**config.mk**
```make
export PLATFORM = sky130hd
export DESIGN_NAME = mem_wb_pipe_flat
export DESIGN_NICKNAME = d
export VERILOG_FILES = /design/src/rtl/mem_wb_pkg.sv /design/src/rtl/mem_wb_pipe_if.sv /design/src/rtl/mem_wb_load_align.sv /design/src/rtl/mem_wb_pipe.sv /design/src/flat_wrapper.sv
export SDC_FILE = /design/constraint.sdc
export NUM_CORES = 1
export LEC_CHECK = 0
export CAP_MARGIN = 5
export CORE_MARGIN = 2
export CORE_UTILIZATION = 25
export CTS_CLUSTER_SIZE = 8
export DETAILED_ROUTE_END_ITERATION = 16
export RECOVER_POWER = 100
export SLEW_MARGIN = 20
export SYNTH_ARGS = -nofsm -noshare
export SYNTH_HDL_FRONTEND = slang
export SYNTH_SLANG_ARGS = --single-unit
```
**constraint.sdc**
```tcl
create_clock -name i_clk -period 1.6 [get_ports i_clk]
set_input_delay 0.16 -clock i_clk [delete_from_list [all_inputs] [get_ports i_clk]]
set_output_delay 0.16 -clock i_clk [all_outputs]
set_load 0.01 [all_outputs]
```
**src/rtl/mem_wb_pkg.sv**
```systemverilog
// Shared definitions for the MEM/WB pipeline stage: load funct3 encodings,
// skid-buffer state encoding and the write-back beat layout.
package mem_wb_pkg;

  // RISC-V load funct3 encodings
  localparam logic [2:0] F3_LB  = 3'd0;
  localparam logic [2:0] F3_LH  = 3'd1;
  localparam logic [2:0] F3_LW  = 3'd2;
  localparam logic [2:0] F3_LBU = 3'd4;
  localparam logic [2:0] F3_LHU = 3'd5;

  // Default datapath widths of the core
  localparam int unsigned XLEN_DEF   = 32;
  localparam int unsigned REG_AW_DEF = 5;

  // Occupancy of the output/skid register pair
  typedef enum logic [1:0] {
    ST_EMPTY = 2'd0,
    ST_ONE   = 2'd1,
    ST_FULL  = 2'd2
  } buf_state_e;

  // Write-back beat at the core's default widths. The pipe re-declares the
  // same layout locally so that non-default XLEN/REG_AW builds stay exact.
  typedef struct packed {
    logic                  wreg;
    logic [REG_AW_DEF-1:0] rd;
    logic [XLEN_DEF-1:0]   wdata;
  } beat_t;

endpackage

```
**src/rtl/mem_wb_pipe_if.sv**
```systemverilog
// MEM-side and WB-side signals of mem_wb_pipe grouped as one bundle.
// slave = the pipe stage, master = whatever drives the MEM beats and
// consumes WB beats. Optional macro: MEM_WB_BYPASS_EN adds the bypass outputs.
interface mem_wb_pipe_if #(
  parameter int unsigned XLEN   = 32,
  parameter int unsigned REG_AW = 5
);
  logic              i_mem_valid;
  logic              o_mem_ready;
  logic              i_mem_mem2reg;
  logic              i_mem_wreg;
  logic [REG_AW-1:0] i_mem_rd;
  logic [XLEN-1:0]   i_mem_data;
  logic [XLEN-1:0]   i_rd_dmem;
  logic [2:0]        i_mem_funct3;
  logic [1:0]        i_mem_addr_lo;
  logic              i_flush;
  logic              o_wb_valid;
  logic              i_wb_ready;
  logic              o_wb_wreg;
  logic [REG_AW-1:0] o_wb_rd;
  logic [XLEN-1:0]   o_wb_wdata;
`ifdef MEM_WB_BYPASS_EN
  logic              o_byp_valid;
  logic [REG_AW-1:0] o_byp_rd;
  logic [XLEN-1:0]   o_byp_wdata;

  modport slave (
    input  i_mem_valid, i_mem_mem2reg, i_mem_wreg, i_mem_rd, i_mem_data,
           i_rd_dmem, i_mem_funct3, i_mem_addr_lo, i_flush, i_wb_ready,
    output o_mem_ready, o_wb_valid, o_wb_wreg, o_wb_rd, o_wb_wdata,
           o_byp_valid, o_byp_rd, o_byp_wdata
  );

  modport master (
    output i_mem_valid, i_mem_mem2reg, i_mem_wreg, i_mem_rd, i_mem_data,
           i_rd_dmem, i_mem_funct3, i_mem_addr_lo, i_flush, i_wb_ready,
    input  o_mem_ready, o_wb_valid, o_wb_wreg, o_wb_rd, o_wb_wdata,
           o_byp_valid, o_byp_rd, o_byp_wdata
  );
`else
  modport slave (
    input  i_mem_valid, i_mem_mem2reg, i_mem_wreg, i_mem_rd, i_mem_data,
           i_rd_dmem, i_mem_funct3, i_mem_addr_lo, i_flush, i_wb_ready,
    output o_mem_ready, o_wb_valid, o_wb_wreg, o_wb_rd, o_wb_wdata
  );

  modport master (
    output i_mem_valid, i_mem_mem2reg, i_mem_wreg, i_mem_rd, i_mem_data,
           i_rd_dmem, i_mem_funct3, i_mem_addr_lo, i_flush, i_wb_ready,
    input  o_mem_ready, o_wb_valid, o_wb_wreg, o_wb_rd, o_wb_wdata
  );
`endif
endinterface

```
**src/rtl/mem_wb_load_align.sv**
```systemverilog
// RISC-V load alignment: picks the byte/halfword addressed by addr_lo out of
// the raw memory word and sign- or zero-extends it to XLEN. Word loads and
// unknown funct3 values pass the raw word through untouched.
module mem_wb_load_align
  import mem_wb_pkg::*;
#(
  parameter int unsigned XLEN = 32
) (
  input  logic [XLEN-1:0] rdata_i,
  input  logic [2:0]      funct3_i,
  input  logic [1:0]      addr_lo_i,
  output logic [XLEN-1:0] data_o
);

  logic [7:0]  byte_sel;
  logic [15:0] half_sel;

  // Byte lane addressed by the low address bits
  always_comb begin
    byte_sel = rdata_i[7:0];
    case (addr_lo_i)
      2'd0:    byte_sel = rdata_i[7:0];
      2'd1:    byte_sel = rdata_i[15:8];
      2'd2:    byte_sel = rdata_i[23:16];
      default: byte_sel = rdata_i[31:24];
    endcase
  end

  // Halfword lane; addr_lo[0] does not take part in halfword selection
  always_comb begin
    half_sel = addr_lo_i[1] ? rdata_i[31:16] : rdata_i[15:0];
  end

  // Extension according to load type
  always_comb begin
    data_o = rdata_i;
    case (funct3_i)
      F3_LB:   data_o = {{(XLEN-8){byte_sel[7]}}, byte_sel};
      F3_LH:   data_o = {{(XLEN-16){half_sel[15]}}, half_sel};
      F3_LBU:  data_o = {{(XLEN-8){1'b0}}, byte_sel};
      F3_LHU:  data_o = {{(XLEN-16){1'b0}}, half_sel};
      F3_LW:   data_o = rdata_i;
      default: data_o = rdata_i;
    endcase
  end

endmodule

```
**src/rtl/mem_wb_pipe.sv**
```systemverilog
// MEM/WB pipeline stage: resolves write-back data (aligned load or ALU
// result) and x0-qualified write enable at the input, then holds beats in
// an output register backed by one skid register so that o_mem_ready can be
// a flop with no path from i_wb_ready. Synchronous flush empties the stage.
// Optional macro: MEM_WB_BYPASS_EN adds o_byp_valid/o_byp_rd/o_byp_wdata.
module mem_wb_pipe
  import mem_wb_pkg::*;
#(
  parameter int unsigned XLEN   = 32,
  parameter int unsigned REG_AW = 5
) (
  input  logic          i_clk,
  input  logic          i_resetn,
  mem_wb_pipe_if.slave  bus
);

  typedef struct packed {
    logic              wreg;
    logic [REG_AW-1:0] rd;
    logic [XLEN-1:0]   wdata;
  } pipe_beat_t;

  buf_state_e      state_q, state_d;
  pipe_beat_t      out_q, out_d;
  pipe_beat_t      skid_q, skid_d;
  logic            ready_q;
  logic [XLEN-1:0] load_data;
  pipe_beat_t      in_beat;
  logic            wb_valid;
  logic            accept;
  logic            rel;

  mem_wb_load_align #(.XLEN(XLEN)) u_align (
    .rdata_i   (bus.i_rd_dmem),
    .funct3_i  (bus.i_mem_funct3),
    .addr_lo_i (bus.i_mem_addr_lo),
    .data_o    (load_data)
  );

  // Incoming beat with final write data and x0-suppressed write enable
  always_comb begin
    in_beat.wreg  = bus.i_mem_wreg && (bus.i_mem_rd != '0);
    in_beat.rd    = bus.i_mem_rd;
    in_beat.wdata = bus.i_mem_mem2reg ? load_data : bus.i_mem_data;
  end

  assign wb_valid = (state_q != ST_EMPTY);
  assign accept   = bus.i_mem_valid && ready_q;
  assign rel      = wb_valid && bus.i_wb_ready;

  // Buffer occupancy and data movement; flush overrides every other event
  always_comb begin
    state_d = state_q;
    out_d   = out_q;
    skid_d  = skid_q;
    if (bus.i_flush) begin
      state_d = ST_EMPTY;
    end else begin
      case (state_q)
        ST_EMPTY: begin
          if (accept) begin
            out_d   = in_beat;
            state_d = ST_ONE;
          end
        end
        ST_ONE: begin
          if (accept && rel) begin
            out_d = in_beat;
          end else if (accept) begin
            skid_d  = in_beat;
            state_d = ST_FULL;
          end else if (rel) begin
            state_d = ST_EMPTY;
          end
        end
        ST_FULL: begin
          if (rel) begin
            out_d   = skid_q;
            state_d = ST_ONE;
          end
        end
        default: state_d = ST_EMPTY;
      endcase
    end
  end

  // State, data registers and the registered ready (mirrors next state != FULL)
  always_ff @(posedge i_clk or negedge i_resetn) begin
    if (!i_resetn) begin
      state_q <= ST_EMPTY;
      out_q   <= '0;
      skid_q  <= '0;
      ready_q <= 1'b1;
    end else begin
      state_q <= state_d;
      out_q   <= out_d;
      skid_q  <= skid_d;
      ready_q <= (state_d != ST_FULL);
    end
  end

  assign bus.o_mem_ready = ready_q;
  assign bus.o_wb_valid  = wb_valid;
  assign bus.o_wb_wreg   = wb_valid && out_q.wreg;
  assign bus.o_wb_rd     = out_q.rd;
  assign bus.o_wb_wdata  = out_q.wdata;

`ifdef MEM_WB_BYPASS_EN
  // Unregistered view of the current MEM beat for EX forwarding
  assign bus.o_byp_valid = bus.i_mem_valid && in_beat.wreg;
  assign bus.o_byp_rd    = in_beat.rd;
  assign bus.o_byp_wdata = in_beat.wdata;
`endif

endmodule
```
**src/flat_wrapper.sv**
```systemverilog
// flat-port wrapper written by rule: the top's interface ports become plain ports
module mem_wb_pipe_flat import mem_wb_pkg::*;
#(
  parameter int unsigned XLEN   = 32,
  parameter int unsigned REG_AW = 5
)
  (i_clk, i_resetn, bus_i_mem_valid, bus_i_mem_mem2reg, bus_i_mem_wreg, bus_i_mem_rd, bus_i_mem_data, bus_i_rd_dmem, bus_i_mem_funct3, bus_i_mem_addr_lo, bus_i_flush, bus_i_wb_ready, bus_o_mem_ready, bus_o_wb_valid, bus_o_wb_wreg, bus_o_wb_rd, bus_o_wb_wdata);
  mem_wb_pipe_if #(.XLEN(XLEN), .REG_AW(REG_AW)) bus_i ();
  input  logic i_clk;
  input  logic i_resetn;
  input wire logic [$bits(bus_i.i_mem_valid)-1:0] bus_i_mem_valid;
  input wire logic [$bits(bus_i.i_mem_mem2reg)-1:0] bus_i_mem_mem2reg;
  input wire logic [$bits(bus_i.i_mem_wreg)-1:0] bus_i_mem_wreg;
  input wire logic [$bits(bus_i.i_mem_rd)-1:0] bus_i_mem_rd;
  input wire logic [$bits(bus_i.i_mem_data)-1:0] bus_i_mem_data;
  input wire logic [$bits(bus_i.i_rd_dmem)-1:0] bus_i_rd_dmem;
  input wire logic [$bits(bus_i.i_mem_funct3)-1:0] bus_i_mem_funct3;
  input wire logic [$bits(bus_i.i_mem_addr_lo)-1:0] bus_i_mem_addr_lo;
  input wire logic [$bits(bus_i.i_flush)-1:0] bus_i_flush;
  input wire logic [$bits(bus_i.i_wb_ready)-1:0] bus_i_wb_ready;
  output wire logic [$bits(bus_i.o_mem_ready)-1:0] bus_o_mem_ready;
  output wire logic [$bits(bus_i.o_wb_valid)-1:0] bus_o_wb_valid;
  output wire logic [$bits(bus_i.o_wb_wreg)-1:0] bus_o_wb_wreg;
  output wire logic [$bits(bus_i.o_wb_rd)-1:0] bus_o_wb_rd;
  output wire logic [$bits(bus_i.o_wb_wdata)-1:0] bus_o_wb_wdata;
  assign bus_i.i_mem_valid = bus_i_mem_valid;
  assign bus_i.i_mem_mem2reg = bus_i_mem_mem2reg;
  assign bus_i.i_mem_wreg = bus_i_mem_wreg;
  assign bus_i.i_mem_rd = bus_i_mem_rd;
  assign bus_i.i_mem_data = bus_i_mem_data;
  assign bus_i.i_rd_dmem = bus_i_rd_dmem;
  assign bus_i.i_mem_funct3 = bus_i_mem_funct3;
  assign bus_i.i_mem_addr_lo = bus_i_mem_addr_lo;
  assign bus_i.i_flush = bus_i_flush;
  assign bus_i.i_wb_ready = bus_i_wb_ready;
  assign bus_o_mem_ready = bus_i.o_mem_ready;
  assign bus_o_wb_valid = bus_i.o_wb_valid;
  assign bus_o_wb_wreg = bus_i.o_wb_wreg;
  assign bus_o_wb_rd = bus_i.o_wb_rd;
  assign bus_o_wb_wdata = bus_i.o_wb_wdata;
  mem_wb_pipe #(.XLEN(XLEN), .REG_AW(REG_AW)) u_core (.i_clk(i_clk), .i_resetn(i_resetn), .bus(bus_i));
endmodule
```
==> results.py, run 1 <==
metrics = {
    "place": {
        "placed_area_um2": 6310,
        "io_buffers": 120,
        "globalplace.congestion": 0.857,
        "hpwl_mm": 11.4,
        "dp.cells": 904,
    },
    "die": {
        "die_h_um": 141,
        "die-area_um2": 19800,
        "die_w_um": 141,
        "core_um2": 18500,
        "start_util_pct": 25.2,
        "rows": 50,
        "io_pins": 121,
    },
    "power": {
        "leakage_nw": 3.02,
        "switching_share_pct": 30.8,
        "internal_power_mw": 4.74,
        "power_frac_clock_pct": 28.0,
        "power.ir.vdd_worst_mv": 0.480,
        "p_per_area_nw_per_um2": 954,
        "power.switching_mw": 2.11,
        "combPwrFrac_pct": 31.3,
        "power_mw": 6.85,
        "seqPwrFrac_pct": 40.7,
    },
    "status": {
        "status": "finished, violations left",
        "violations": "setup timing",
    },
    "timing": {
        "final-hold-violation-count": 0,
        "whs_ns": 0.317,
        "period_share_pct": 109,
        "finalClockSkew_ns": 0.00725,
        "tightest_slew_ns": 0.670,
        "timing.final.ws_setup_ns": -0.142,
        "report.final.slew_viol_count": 0,
        "maxSlewHeadroom_pct": 55.3,
        "finalSetupViolCount": 36,
        "layout_min_cycle_time_ns": 1.74,
        "rsz0062_at_grt": "true",
        "max_freq_mhz": 574,
    },
    "clock_tree": {
        "tritoncts": "done",
        "htreeDepth": 3,
        "clockRootBuffer": "clkbuf_16",
        "cts_sinks": 79,
        "clkSlewWorstSetupHoldPaths_ns": 0.06,
        "cts_made_buffers": 9,
        "clock_latency_ns": 0.33,
        "ctsLongestPathBuffers": 2,
    },
    "routing": {
        "drc_errors": 0,
        "drtPass1Iterations": 6,
        "num_vias": 4490,
        "viasPerCell": 4.79,
        "first_iter_violations": 241,
        "avgRoutedWirePerCell_um": 17.1,
        "ant_nets": 0,
        "routed_wl_mm": 16.1,
    },
    "yosys": {
        "async_flop_share_pct": 100,
        "post_synth_num_cell_types": 42,
        "synth-edff-count": 0,
        "ys_warn_count": 0,
        "ys_ff_latch": 79,
        "avgSynthCellArea_um2": 8.30,
        "ys_seq_area_share_pct": 42.3,
        "synthFlopType": "dfrtp_1",
        "syn-cell-area_um2": 4670,
        "syn_nets": 644,
        "syn_inst": 563,
    },
    "critical_path": {
        "start_kind": "flip-flop",
        "crit_path_end_kind": "flip-flop",
        "required_ns": 1.85,
        "worstPathMaxFanout": 4,
        "arrival_ns": 1.99,
        "setup.worst_path.class": "reg2reg",
    },
    "finish": {
        "fillCellCount": 1872,
        "fin_cells": 938,
        "syn_to_final_growth_pct": 53.7,
        "final_area_um2": 7180,
        "final_common_cell": "nand2_1",
        "drive_gt1_share_pct": 25.6,
        "layout_common_cells": "nand2_1 (82), dfrtp_1 (77), clkdlybuf4s50_1 (76)",
        "fin_nets": 779,
        "fin_util_pct": 38.8,
    },
    "worst_hold_path": {
        "hp-class": "in2async",
    },
    "global_route": {
        "first_global_vias": 4574,
        "grt_pass1_wl_mm": 25.1,
        "grt_overflow_total": 0,
        "grt_max_degree": 73,
        "grt_usage_pct": 16.2,
        "antenna_found_initial": 0,
    },
    "job": {
        "drv_cap": 0,
    },
}
cells by family after synthesis:
group | share of synthesized area (%)
and+or+nand+nor | 22.4
AOI/OAI and AO/OA | 22.6
DFF | 42.3
buffers and inverters | 10.4
muxes | 2.17
xor gates and xnor gates | 0.187
sequential cells by signal (all words and copies together) (netlist names):
signal                  cells
u_core.skid_q              38
u_core.bus.o_wb_wdata      32
u_core.bus.o_wb_rd          5
u_core.state_q              2
u_core.bus.o_mem_ready      1
u_core.out_q                1
power groups by stage:
stage,Sequential [mW],Combinational (mW),Clock [mW]
CTS,2.78,2.16,1.95
detailed placement,2.78,1.91,0
floorplan,2.70,1.18,0
global route,2.85,2.34,2.02
global placement,2.77,1.89,0
finish,2.79,2.14,1.92
what timing repair did:
action	in CTS	in global routing
pin swaps	5	4
setup endpoints to repair	71	75
setup buffers	11	4
cloned	5	1
resized for setup	75	43
hold endpoints to repair	78	0
hold buffers	1	0
worst max-delay path, stage by stage (launching register included):
cell and delay, ns:
dfstp_2 0.54, buf_6 0.09, and3b_2 0.19, nand2_2 0.08, a21oi_4 0.17, buf_6 0.17
buf_12 0.13, buf_12 0.11, nor2_2 0.03, a221oi_2 0.15
Yosys cell counts (2+ instances only):
cell type / instances / share of area, %
nand3_1: 10 / 1.1
buf_6: 3 / 0.72
buf_2: 12 / 1.3
a21oi_1: 55 / 5.9
or4_1: 8 / 1.3
inv_1: 2 / 0.16
o21ai_1: 12 / 1.3
o21ai_0: 24 / 2.6
nor2_1: 84 / 6.7
clkbuf_1: 18 / 1.4
dfrtp_1: 78 / 42
or3_1: 8 / 1.1
a221oi_1: 16 / 3.0
o41ai_1: 7 / 1.3
buf_1: 4 / 0.32
nand2_1: 84 / 6.7
buf_4: 40 / 6.4
nand2b_1: 5 / 0.67
a31oi_1: 13 / 1.7
nor2b_1: 18 / 2.4
and3_1: 8 / 1.1
o211ai_1: 10 / 1.6
mux2_2: 8 / 1.9
a21o_1: 2 / 0.32
a211o_1: 17 / 3.2
through the flow:
step,setup TNS (ns),worst slack [ns]
2_1_floorplan,0,0.00645
3_3_place_gp,-37.19,-0.770
3_5_place_dp,-38.09,-0.793
4_1_cts,-3.50,-0.146
5_1_grt,-5.19,-0.205
6_report,-2.60,-0.142
layer usage:
layer	routed length [um]	GRT usage (%)
met4	430	6.26
met1	7170	20.3
met2	7750	27.2
met5	0	0
met3	702	3.67
cell type report:
class	instances	area [um2]	share of cell area, %
Multi-Input combinational cell	406	2600	36.2
Timing Repair Buffer	200	2020	28.2
Sequential cell	79	1980	27.6
Tap cell	234	293	4.08
Clock buffer	11	243	3.38
Clock inverter	5	33.8	0.470
Inverter	2	7.51	0.105
Antenna cell	1	2.50	0.0348
worst paths after layout:
check / from / to / slack [ns] / depth (start not counted)
setup reg to reg: u_core.bus.o_mem_ready / u_core.bus.o_wb_wdata[30] / -0.14 / 9
setup / recovery: u_core.bus.o_mem_ready / u_core.bus.o_wb_wdata[30] / -0.14 / 9
hold reg to reg: u_core.skid_q[15] / u_core.skid_q[15] / 0.48 / 2
max in group asynchronous: i_resetn / u_core.state_q[0] / 0.22 / 3
min in group i_clk: bus_i_rd_dmem[23] / u_core.bus.o_wb_wdata[23] / 0.35 / 3
hold / removal: i_resetn / u_core.bus.o_wb_wdata[19] / 0.32 / 2
Note: power is estimated with default switching activity, not from simulation.
==> run 2: changes to the inputs <==
--- a/config.mk
+++ b/config.mk
@@ -5,6 +5,7 @@
 export SDC_FILE = /design/constraint.sdc
 export NUM_CORES = 1
 export LEC_CHECK = 0
+export ABC_AREA = 1
 export CAP_MARGIN = 5
 export CORE_MARGIN = 2
 export CORE_UTILIZATION = 25
==> run 2 against run 1 <==
  * The run now ends clean
  * Core utilization decreased by 4.7 points
  * Via count increased by 2.5%
  * Combinational power decreased by 19%
  * Clock-buffer cell count increased by 1
  * Area after synthesis increased by 4.0%
  * Worst setup slack improved by 0.20 ns
  * Total power decreased by 3.0%
  * Critical path type is now reg2out
  * Largest cell class unchanged
==> results.py, run 2 <==
metrics = {
    "global_route": {
        "grt_overflow_total": 0,
        "grt_pass1_wl_mm": 23.5,
        "grt_max_degree": 43,
        "grt_usage_pct": 15.0,
        "antenna_found_initial": 0,
        "first_global_vias": 4391,
    },
    "critical_path": {
        "start_kind": "flip-flop",
        "worstPathMaxFanout": 2,
        "critPathMaxStageDelay_ns": 0.62,
        "worst-path-stages": 1,
        "setup.worst_path.class": "reg2out",
        "crit_buf_inv": 1,
        "r2r-end": "u_core.skid_q[25]",
        "r2r-start": "u_core.bus.o_mem_ready",
        "crit_chain": "dlygate4sd3_1",
        "arrival_ns": 1.38,
        "cpMaxStageDelayCell": "dlygate4sd3_1",
        "reg2reg_depth": 6,
        "required_ns": 1.44,
        "crit_path_end_kind": "primary output",
        "reg2reg_slack_ns": 0.10,
        "crit_family": "buffers and inverters",
    },
    "yosys": {
        "avgSynthCellArea_um2": 6.86,
        "syn_inst": 709,
        "syn-cell-area_um2": 4860,
        "synth_most_common_cell": "nand2_1",
        "synth-edff-count": 0,
        "synthFlopType": "dfrtp_1",
        "synth_top_area_cell": "dfrtp_1",
        "post_synth_num_cell_types": 25,
        "ys_seq_area_share_pct": 40.7,
        "ys_warn_count": 0,
        "syn_nets": 790,
        "synthDominantCellAreaShare_pct": 40.1,
        "async_flop_share_pct": 100,
        "synth_area_leaders": "dfrtp_1 (40%), nand2_1 (20%), buf_4 (6.6%)",
        "ys_ff_latch": 79,
        "synth_common_cells": "nand2_1 (262), dfrtp_1 (78), inv_1 (56), nand3_1 (52), a21oi_1 (50)",
    },
    "timing": {
        "timing.final.ws_setup_ns": 0.0630,
        "tightest_slew_ns": 0.628,
        "rsz0062_at_grt": "false",
        "layout_min_cycle_time_ns": 1.54,
        "finalSetupViolCount": 0,
        "final-hold-violation-count": 0,
        "finalClockSkew_ns": 0.00779,
        "max_freq_mhz": 651,
        "whs_ns": 0.367,
        "report.final.slew_viol_count": 0,
        "period_share_pct": 96.1,
        "maxSlewHeadroom_pct": 58.2,
    },
    "worst_hold_path": {
        "hp-class": "in2async",
    },
    "clock_tree": {
        "ctsLongestPathBuffers": 2,
        "clockRootBuffer": "clkbuf_16",
        "clock_latency_ns": 0.35,
        "htreeDepth": 3,
        "cts_sinks": 79,
        "cts_made_buffers": 9,
        "clkSlewWorstSetupHoldPaths_ns": 0.06,
        "tritoncts": "done",
    },
    "place": {
        "globalplace.congestion": 0.832,
        "placed_area_um2": 6270,
        "hpwl_mm": 10.9,
        "io_buffers": 120,
        "dp_slack_ns": -0.144,
        "dp.cells": 1053,
    },
    "finish": {
        "final_common_cell": "nand2_1",
        "final-seq-area_um2": 1980,
        "top_register": "u_core.skid_q",
        "multi_input_area_um2": 2180,
        "fin_nets": 882,
        "antennaDiodeCount": 0,
        "layout_common_cells": "nand2_1 (262), clkdlybuf4s50_1 (79), dfrtp_1 (78)",
        "drive_gt1_share_pct": 9.55,
        "final_area_um2": 6570,
        "fillCellCount": 2087,
        "largest_reg_flops": 38,
        "fin_cells": 1071,
        "syn_to_final_growth_pct": 35.2,
    },
    "routing": {
        "num_vias": 4602,
        "first_iter_violations": 236,
        "ant_nets": 0,
        "drtPass1Iterations": 5,
        "avgRoutedWirePerCell_um": 13.6,
        "routed_wl_mm": 14.6,
        "viasPerCell": 4.30,
        "drc_errors": 0,
    },
    "job": {
        "drv_cap": 0,
    },
    "die": {
        "die_h_um": 143,
        "die_w_um": 143,
        "start_util_pct": 25.2,
        "core_um2": 19300,
        "die-area_um2": 20600,
        "io_pins": 121,
        "rows": 51,
    },
    "status": {
        "status": "finished clean",
    },
    "power": {
        "leakage_nw": 3.33,
        "p_per_area_nw_per_um2": 1010,
        "power.ir.vdd_worst_mv": 0.489,
    },
}
## run 2: cells by family (layout without fill, tap and decap cells)
kind of cell    count (synthesis)  after routing  synth area share (%)
compound gates                117            117                  12.2
buf+inv                       134            231                  14.5
flops                          79             79                  40.7
simple gates                  379            379                  32.6
## run 2: worst max-delay path by stage
| stage | start | to | slack, ns |
|---|---|---|---|
| after floorplan | u_core.bus.o_mem_ready | u_core.skid_q[37] | 0.14 |
| after global placement | bus_i_mem_funct3[0] | u_core.bus.o_wb_wdata[17] | -0.13 |
| after detailed placement | bus_i_mem_funct3[0] | u_core.bus.o_wb_wdata[28] | -0.14 |
| after CTS | u_core.bus.o_mem_ready | bus_o_mem_ready | 0.007 |
| after global routing | u_core.state_q[1] | u_core.bus.o_wb_wdata[10] | 0.01 |
| final | u_core.bus.o_wb_wdata[5] | bus_o_wb_wdata[5] | 0.06 |
## run 2: layout make-up
cell class              count  share of cell area (%)
repair buffers            156                    23.5
inverters                  59                    3.37
clock buffers              12                    4.05
clock inverters             4                   0.781
flip-flops and latches     79                    30.1
multi-input cells         496                    33.1
well taps                 265                    5.04
## run 2: power breakdown
group | switching (mW) | internal (mW)
Combinational | 0.896 | 0.840
Clock | 0.883 | 1.34
Sequential | 0.208 | 2.48
Total | 1.99 | 4.66
## run 2: timing repair
action	4_1_cts	5_1_grt
gates resized for setup	1	5
pin swaps	0	1
hold buffers	1	0
buffers inserted	1	0
gates cloned	0	0
endpoints found under the hold margin	22	0
setup endpoints to repair	2	11
## run 2: routing by layer
| metal | track usage, % | wire length, um | vias to the layer above | part of all wire (%) |
|---|---|---|---|---|
| li1 | - | - | 2372 | - |
| met5 | 0 | 0 | - | 0 |
| met1 | 20.8 | 7000 | 2052 | 48 |
| met3 | 2.70 | 819 | 27 | 5.6 |
| met4 | 6.50 | 408 | 0 | 2.8 |
| met2 | 23.0 | 6390 | 151 | 44 |
## run 2: metrics by stage
step           power [mW]  TNS, ns  util [%]
3_5_place_dp         4.57    -4.72      32.6
2_1_floorplan        3.87        0         -
4_1_cts              6.86        0      34.3
3_3_place_gp         4.54    -4.15      32.6
5_1_grt              7.09        0      34.1
6_report             6.65        0      34.1
==> run 3: changes to the inputs <==
--- a/config.mk
+++ b/config.mk
@@ -7,11 +7,10 @@
 export LEC_CHECK = 0
 export ABC_AREA = 1
 export CAP_MARGIN = 5
-export CORE_MARGIN = 2
 export CORE_UTILIZATION = 25
 export CTS_CLUSTER_SIZE = 8
 export DETAILED_ROUTE_END_ITERATION = 16
-export RECOVER_POWER = 100
+export RECOVER_POWER = 50
 export SLEW_MARGIN = 20
 export SYNTH_ARGS = -nofsm -noshare
 export SYNTH_HDL_FRONTEND = slang
==> run 3 against run 2 <==
  * Worst hold slack gained 0.083 ns
  * Combinational power grew 4%
  * Global-route usage grew 0.46 points
  * Maximum frequency grew 3.4%
  * Design area grew 0.80%
  * Clock power grew 2%
  * Sequential power is essentially flat
  * Routed wire length grew 2.7%
  * First-iteration DRC count grew 56%
  * Non-clock buffer count grew 2
  * Total power grew 2.0%
  * Critical path type unchanged
  * Largest cell class unchanged
==> results.py, run 3 (synthesis gave the netlist of run 2 again) <==
metrics = {
    "global_route": {
        "grt_overflow_total": 0,
        "first_global_vias": 4410,
        "antenna_found_initial": 0,
        "grt_pass1_wl_mm": 23.7,
        "grt_max_degree": 49,
        "grt_usage_pct": 15.5,
    },
    "finish": {
        "top_register": "u_core.skid_q",
        "fillCellCount": 2069,
        "multi_input_area_um2": 2190,
        "drive_gt1_share_pct": 10.2,
        "final_common_cell": "nand2_1",
        "layout_common_cells": "nand2_1 (262), clkdlybuf4s50_1 (103), dfrtp_1 (77)",
        "final_area_um2": 6630,
        "final-seq-area_um2": 1980,
        "largest_reg_flops": 38,
        "antennaDiodeCount": 0,
        "syn_to_final_growth_pct": 36.3,
        "fin_util_pct": 35.1,
        "fin_cells": 1066,
        "fin_nets": 884,
    },
    "place": {
        "io_buffers": 120,
        "hpwl_mm": 10.7,
        "placed_area_um2": 6270,
        "dp.cells": 1048,
        "globalplace.congestion": 0.868,
        "dp_slack_ns": -0.151,
    },
    "clock_tree": {
        "ctsLongestPathBuffers": 2,
        "tritoncts": "done",
        "cts_sinks": 79,
        "clkSlewWorstSetupHoldPaths_ns": 0.06,
        "clock_latency_ns": 0.34,
        "clockRootBuffer": "clkbuf_16",
        "cts_made_buffers": 9,
        "htreeDepth": 3,
    },
    "timing": {
        "max_freq_mhz": 673,
        "period_share_pct": 92.9,
        "tightest_slew_ns": 0.920,
        "final-hold-violation-count": 0,
        "report.final.slew_viol_count": 0,
        "timing.final.ws_setup_ns": 0.113,
        "finalClockSkew_ns": 0.00706,
        "finalSetupViolCount": 0,
        "rsz0062_at_grt": "false",
        "layout_min_cycle_time_ns": 1.49,
        "maxSlewHeadroom_pct": 38.6,
    },
    "die": {
        "die-area_um2": 20000,
        "rows": 50,
        "start_util_pct": 25.7,
        "io_pins": 121,
        "die_h_um": 141,
        "die_w_um": 141,
        "core_um2": 18900,
    },
    "critical_path": {
        "crit_path_end_kind": "primary output",
        "crit_family": "buffers and inverters",
        "worstPathMaxFanout": 2,
        "crit_chain": "dlygate4sd3_1",
        "required_ns": 1.44,
        "crit_buf_inv": 1,
        "arrival_ns": 1.33,
        "setup.worst_path.class": "reg2out",
        "start_kind": "flip-flop",
        "critPathMaxStageDelay_ns": 0.61,
        "cpMaxStageDelayCell": "dlygate4sd3_1",
    },
    "routing": {
        "drtPass1Iterations": 5,
        "routed_wl_mm": 15.0,
        "avgRoutedWirePerCell_um": 14.1,
        "first_iter_violations": 369,
        "ant_nets": 0,
        "viasPerCell": 4.34,
        "drc_errors": 0,
        "num_vias": 4628,
    },
    "power": {
        "leakage_nw": 3.34,
        "p_per_area_nw_per_um2": 1020,
        "power.ir.vdd_worst_mv": 0.419,
        "power_mw": 6.78,
    },
    "worst_hold_path": {
        "hp-class": "in2reg",
    },
    "status": {
        "status": "finished clean",
    },
    "job": {
        "drv_cap": 0,
    },
}
## run 3: cell count changes in the layout (fill, tap and decap cells not counted), moves of 3 or more
cell / before / now
clkdlybuf4s50_1: 79 / 103
dlygate4sd3_1: 38 / 14
o21ai_0: 47 / 34
o21ai_1: 17 / 30
buf_4: 24 / 27
## run 3: area by class of cell
class | instances | share of cell area [%]
multi-input cells | 496 | 33.0
flip-flops and latches | 79 | 29.9
repair buffers | 158 | 24.0
well taps | 260 | 4.91
clock buffers | 11 | 3.81
inverters | 59 | 3.34
clock inverters | 3 | 1.02
## run 3: repair_timing
item	4_1_cts	5_1_grt
pin swaps	0	2
setup endpoints to repair	2	18
hold endpoints to repair	78	0
gates cloned	0	1
gates resized for setup	3	7
setup buffers	2	0
hold buffers	1	0
## run 3: worst paths after layout
check / start / endpoint / slack [ns] / depth (start not counted)
max reg2reg: u_core.bus.o_mem_ready / u_core.skid_q[18] / 0.12 / 6
max: u_core.bus.o_wb_wdata[13] / bus_o_wb_wdata[13] / 0.11 / 1
min: bus_i_mem_rd[4] / u_core.skid_q[36] / 0.45 / 3
min in group asynchronous: i_resetn / u_core.bus.o_wb_wdata[25] / 0.55 / 3
max in group asynchronous: i_resetn / u_core.skid_q[4] / 0.41 / 3
min reg2reg: u_core.bus.o_wb_wdata[22] / u_core.bus.o_wb_wdata[22] / 0.48 / 2
## run 3: metal layers
layer  vias to the layer above  part of all wire (%)  track usage [%]
li1                       2380                     -                -
met2                       128                    45             24.2
met3                        17                   5.3             2.80
met5                         -                     0                0
met4                         0                   1.5             5.38
met1                      2103                    48             21.4
## run 3: metrics by stage
step	TNS (ns)	hold WS, ns
after floorplan	0	-0.136
after global placement	-3.89	0.155
after detailed placement	-5.47	0.157
after CTS	0	0.336
after global routing	0	0.492
final	0	0.450
## run 3: worst register-to-register path, delay by kind of cell (launching register included)
family / cells / cell delay [ns]
AOI/OAI and AO/OA: 1 / 0.06
and+or+nand+nor: 3 / 0.50
buffers and inverters: 2 / 0.25
DFF: 1 / 0.56
## run 3: where the power goes
group	total, mW	switching, mW	internal (mW)
clock	2.27	0.834	1.43
sequential	2.69	0.214	2.48
combinational	1.81	0.908	0.906
